## src/rtl/nexys_starship_score_timer_pkg.sv

```systemverilog
// rtl/nexys_starship_score_timer_pkg.sv - shared state encodings and BCD constants
package nexys_starship_score_timer_pkg;

   typedef enum logic [1:0] {
      ST_IDLE = 2'b00,
      ST_RUN  = 2'b01,
      ST_DONE = 2'b10
   } state_t;

   localparam logic [15:0] BCD_MAX  = 16'h9999;
   localparam logic [15:0] BCD_ZERO = 16'h0000;

endpackage

```

## src/rtl/nexys_starship_score_timer_bcd_inc4.sv

```systemverilog
// rtl/nexys_starship_score_timer_bcd_inc4.sv - combinational 4-digit packed BCD +1, saturating at 9999
module bcd_inc4
   import nexys_starship_score_timer_pkg::*;
(
   input  logic [15:0] value,
   output logic [15:0] result,
   output logic        saturated
);

   logic       carry;
   logic [3:0] digit;

   always_comb begin
      result    = value;
      carry     = 1'b1;
      digit     = 4'd0;
      saturated = (value == BCD_MAX);
      for (int i = 0; i < 4; i++) begin
         digit = value[4*i +: 4];
         if (carry) begin
            if (digit == 4'd9) begin
               result[4*i +: 4] = 4'd0;
            end else begin
               result[4*i +: 4] = digit + 4'd1;
               carry            = 1'b0;
            end
         end
      end
      // 9999 must hold rather than roll over to 0000
      if (saturated) result = value;
   end

endmodule

```

## src/rtl/nexys_starship_score_timer.sv

```systemverilog
// rtl/nexys_starship_score_timer.sv - survival-time score counter with frozen final score and best-score tracking
module nexys_starship_score_timer
   import nexys_starship_score_timer_pkg::*;
#(
   parameter int TICK_DIV = 100_000_000,
   parameter int CNT_W    = 27
) (
   input  logic        Clk,
   input  logic        Reset,
   input  logic        play_flag,
   input  logic        gameover_ctrl,
   input  logic        restart,
   output logic [15:0] score_bcd,
   output logic [15:0] best_bcd,
   output logic        new_best,
   output logic        sec_tick,
   output logic        q_ST_Idle,
   output logic        q_ST_Run,
   output logic        q_ST_Done
);

   localparam logic [CNT_W-1:0] TERM = CNT_W'(TICK_DIV - 1);

   state_t           state, state_next;
   logic [CNT_W-1:0] prescaler;
   logic             terminal;
   logic             start_run, tick_now, end_round;
   logic [15:0]      score_inc;
   logic             score_sat;

   assign terminal = (prescaler == TERM);

   bcd_inc4 u_inc (
      .value     (score_bcd),
      .result    (score_inc),
      .saturated (score_sat)
   );

   always_ff @(posedge Clk) begin
      if (Reset) state <= ST_IDLE;
      else       state <= state_next;
   end

   // gameover has priority over both a terminal count and a play abort
   always_comb begin
      state_next = state;
      start_run  = 1'b0;
      tick_now   = 1'b0;
      end_round  = 1'b0;
      case (state)
         ST_IDLE: begin
            if (play_flag && !gameover_ctrl) begin
               state_next = ST_RUN;
               start_run  = 1'b1;
            end
         end
         ST_RUN: begin
            if (gameover_ctrl) begin
               state_next = ST_DONE;
               end_round  = 1'b1;
            end else if (!play_flag) begin
               state_next = ST_IDLE;
            end else if (terminal) begin
               tick_now = 1'b1;
            end
         end
         ST_DONE: begin
            if (restart) state_next = ST_IDLE;
         end
         default: state_next = ST_IDLE;
      endcase
   end

   always_ff @(posedge Clk) begin
      if (Reset) begin
         prescaler <= '0;
         score_bcd <= BCD_ZERO;
         best_bcd  <= BCD_ZERO;
         new_best  <= 1'b0;
         sec_tick  <= 1'b0;
      end else begin
         sec_tick <= tick_now;
         if (state == ST_RUN && state_next == ST_RUN && !terminal)
            prescaler <= prescaler + CNT_W'(1);
         else
            prescaler <= '0;
         if (start_run) begin
            score_bcd <= BCD_ZERO;
            new_best  <= 1'b0;
         end
         if (tick_now && !score_sat)
            score_bcd <= score_inc;
         // packed BCD orders the same as binary, so a plain compare works
         if (end_round) begin
            if (score_bcd > best_bcd) begin
               best_bcd <= score_bcd;
               new_best <= 1'b1;
            end else begin
               new_best <= 1'b0;
            end
         end
         if (state == ST_DONE && restart)
            new_best <= 1'b0;
      end
   end

   assign q_ST_Idle = (state == ST_IDLE);
   assign q_ST_Run  = (state == ST_RUN);
   assign q_ST_Done = (state == ST_DONE);

endmodule

```

## config.mk

```make
export PLATFORM = sky130hd
export DESIGN_NAME = nexys_starship_score_timer
export DESIGN_NICKNAME = d
export VERILOG_FILES = /design/src/rtl/nexys_starship_score_timer_pkg.sv /design/src/rtl/nexys_starship_score_timer_bcd_inc4.sv /design/src/rtl/nexys_starship_score_timer.sv
export SDC_FILE = /design/constraint.sdc
export NUM_CORES = 1
export LEC_CHECK = 0
export BUFFER_PORTS_ARGS = -buffer_cell sky130_fd_sc_hd__buf_4
export CORE_ASPECT_RATIO = 0.5
export CORE_MARGIN = 2
export CORE_UTILIZATION = 41
export CTS_CLUSTER_SIZE = 12
export DETAILED_ROUTE_END_ITERATION = 7
export PLACE_DENSITY = 0.6
export SLEW_MARGIN = 20
export SYNTH_ARGS = -nofsm -noshare
export SYNTH_HDL_FRONTEND = slang
export SYNTH_SLANG_ARGS = --single-unit
```

## constraint.sdc

```tcl
create_clock -name Clk -period 2.89 [get_ports Clk]
set_clock_uncertainty 0.15 [all_clocks]
set_input_delay 0.578 -clock Clk [delete_from_list [all_inputs] [get_ports Clk]]
set_output_delay 0.578 -clock Clk [all_outputs]
set_load 0.05 [all_outputs]
```

==> results <==
- The flow ran to the end, and the final reports show no timing, DRC or antenna violations.
- The total overflow left after global routing is 0.
- Clock tree synthesis found a total of 63 sinks.
- The top-level I/O count is 42.
- The worst setup path is launched from a flop.
- Setup total negative slack on the finished layout was measured at 0 ns.
- The HPWL reported at the end of detailed placement is around 5700 um.
- STA puts the critical path data required time at just under 3 ns.
- Once the clock tree was built, the setup fixing pass inserted 0 buffers.
- The number of buffers inserted for hold repair after clock tree synthesis is 0.
- The critical path class is flop to flop.
- The worst IR drop on VDD is between 0.2 and 0.3 mV.
- The number of nets produced by synthesis is around 430.
- The number of cells upsized or downsized after cts is 0.
- The area growth from synthesis to layout is 20.5%.
- The final net count is roughly 480.
- The number of flops mapped to enable cells by yosys is 0.
- Entering global routing, the biggest net connects 53 pins.
- The final number of max-transition violations is 0.
- The CTS root buffer is clkbuf_16.
- The area fraction of the dominant cell type after synthesis is 0.357.
- The fraction of layout cells with a size suffix above 1 is 0.165.
- Input and output buffers added on the ports amount to between 40 and 50.
- The number of global-route vias before repair is ~2,800.
- Counting tap cells, the placed design contains a total of 546 instances.
- The routed design could run at a clock period as short as between 2 and 3 ns.
- The horizontal die dimension is roughly 140 um.
- Of the available clock period, the critical path in the final layout requires 0.867.
- For the pin with the worst max-slew slack, the measured transition is approximately 0.7 ns.
- After detailed placement, the total cell area comes to about 4000 um^2.
- The total wirelength of the detailed-routed design is 7880 um.
- The non-filler instance count after layout is 561.
- For this run, global-route usage on met3 was measured as 0.0694.
- The number of DRC markers in iteration 0 is approximately 140.
- The first global-routing pass estimated 13,200 um of wire.
- TritonCTS built the clock tree.
- The count of TritonRoute iterations in the first routing pass is 5.
- After synthesis the netlist holds a flip-flop and latch count of 63.
- In the post-synthesis netlist, the biggest area contributors are dfxtp_1, ha_1, nand2b_1.
- For met2 alone, demand over resource in global routing was 0.278.
- The area enclosed by the die boundary is roughly 9400 um^2.
- In this run the core area contains 23 standard-cell rows.
- Final hold analysis gives a worst-case slack of between 0.2 and 0.3 ns.
- The largest total area in the synthesized netlist belongs to dfxtp_1.
- The final-layout fill cell count is ~780.
- Setup repair after global routing left no endpoint under its margin.
- The post-synthesis instance total is roughly 400.
- Dividing total power by cell area gives a power density of 468 nW/um^2.
- The number of failing hold endpoints at the final stage is 0.
- No sink is reached through more buffers than the 2 on the longest clock path.
- In the global route stage, overall resource usage came out at 0.178.
- The worst hold path belongs to the class primary input to flop.
- STA classifies the critical path endpoint as a flop.
- The number of different library cells used by synthesis comes to 60.
- The design area is approximately 4300 um^2.
- The busiest layer in global routing is met2.
- The endpoint arrival time on the critical path is 2.56 ns.
- The met1 track demand over resource is 0.228.
- 0 antenna diodes ended up in the layout.
- The height of the chip is ~70 um.
- Clock latency on the worst-skew pair, taken at its later pin, is 0.33 ns.
- The total number of H-tree levels is 3.
- In this run the static leakage power is around 1.5 nW.
- After clock tree synthesis, the clock-pin slew on the worst setup and hold paths is around 0.050 ns.
- Timing would allow up to roughly 400 MHz.
- By count the netlist is led by dfxtp_1, nor2_1, nand2b_1, nand3_1, ha_1.
- The initial antenna violation count is 0.
- After detailed routing, the number of remaining DRC violations is 0.
- The worst slew margin relative to its limit is 0.531.
- The detail route stage leaves a number of antenna-violating nets equal to 0.
- Routability-driven placement finished with a final weighted congestion of slightly above 0.8.
- Yosys instantiated no cell more often than dfxtp_1.
- In the synthesized netlist the dominant register cell turns out to be dfxtp_1.
- The initial utilization of the core area, before any placement, comes to 0.432.
- The share of the Yosys chip area taken by registers is 0.357.
- The number of synthesis warnings is 0.
- In this run, CTS created clock tree buffers numbering 9.
- Counting flops with an async set or reset pin after synthesis yields a share of 0.
- The mean area per synthesized cell is roughly 9 um^2.
- The total setup violations reported at the end of the flow is 0.
- The final route contains about 3,000 vias.
- The core occupancy in the finished layout is 0.521.
- The placeable core region is a little over 8000 um^2.
- The largest driver fanout on the critical path is 7.
- The average wire length per cell after detail routing is ~14 um.
- The cell area after synthesis is about 3500 um^2.
- In the routed layout, each cell is associated on average with a via count of 5.31.
- The count of max-cap constraint violations is 0.
[critical path, stage by stage (launching register included)]
cell and delay (ns):
dfxtp_1 0.35, ha_1 0.24, nand3_1 0.15, or4b_4 0.55, or3_1 0.53, a22oi_2 0.31, o32ai_1 0.10
[cell families after synthesis]
kind of cell / count (synthesis) / share of synthesized area
DFF: 63 / 0.357
and+or+nand+nor: 189 / 0.306
buffers and inverters: 39 / 0.0457
muxes: 16 / 0.0453
AOI/OAI and AO/OA: 45 / 0.0949
adders and majority gates: 25 / 0.0886
xor gates and xnor gates: 25 / 0.0620
[through the flow]
stage	setup slack, ns	power, mW
CTS	0.391	2.02
global route	0.238	2.07
global placement	0.271	0.935
finish	0.384	1.99
floorplan	0.255	0.923
detailed placement	0.231	0.936
[cell usage in the layout (no fill, tap or decap), types with 3 or more instances in the layout]
cell / count
dfxtp_1: 63
buf_4: 48
nor2_1: 42
nand2b_1: 35
nand3_1: 27
ha_1: 25
inv_1: 23
xnor2_1: 17
nand2_1: 16
mux2i_1: 16
a21oi_1: 13
nand4_1: 10
or3_1: 9
clkbuf_16: 9
nor4_1: 8
xor2_1: 8
nor3_1: 7
nor2b_1: 5
and3b_1: 4
and4_1: 4
or2_2: 3
nand3b_1: 3
a31oi_1: 3
o21ai_0: 3
a211oi_1: 3
o31a_1: 3
[flip-flops by register name (all words and copies together), names as in the netlist]
name	flops
best_bcd	16
new_best	1
prescaler	27
score_bcd	16
sec_tick	1
state	2
[final timing paths]
check | depth (start not counted) | slack [ns] | endpoint | start
max | 6 | 0.38 | score_bcd[13]$_SDFFE_PP0P_ | prescaler[0]$_SDFF_PP0_
min | 2 | 0.30 | new_best$_SDFFE_PP0P_ | restart
max reg2reg | 6 | 0.38 | score_bcd[13]$_SDFFE_PP0P_ | prescaler[0]$_SDFF_PP0_
min reg2reg | 1 | 0.30 | prescaler[0]$_SDFF_PP0_ | prescaler[0]$_SDFF_PP0_
[power by group]
part	total, mW	switching [mW]	internal, mW
Combinational	0.0461	0.0269	0.0192
Clock	1.07	0.365	0.707
Sequential	0.872	0.00129	0.871
[cell type report]
class | count | area (um^2) | area share
Timing Repair Buffer | 48 | 360 | 0.0847
Tap cell | 112 | 140 | 0.0329
Inverter | 23 | 86.3 | 0.0203
Clock buffer | 12 | 256 | 0.0603
Multi-Input combinational cell | 300 | 2110 | 0.496
Sequential cell | 63 | 1260 | 0.296
Clock inverter | 3 | 42.5 | 0.00999
[metal layers]
metal,vias to the layer above,share of wire
met1,1401,0.49
met4,0,0.0089
met5,-,0
li1,1521,-
met3,6,0.042
met2,50,0.46
Power figures use the tool's default switching activity.
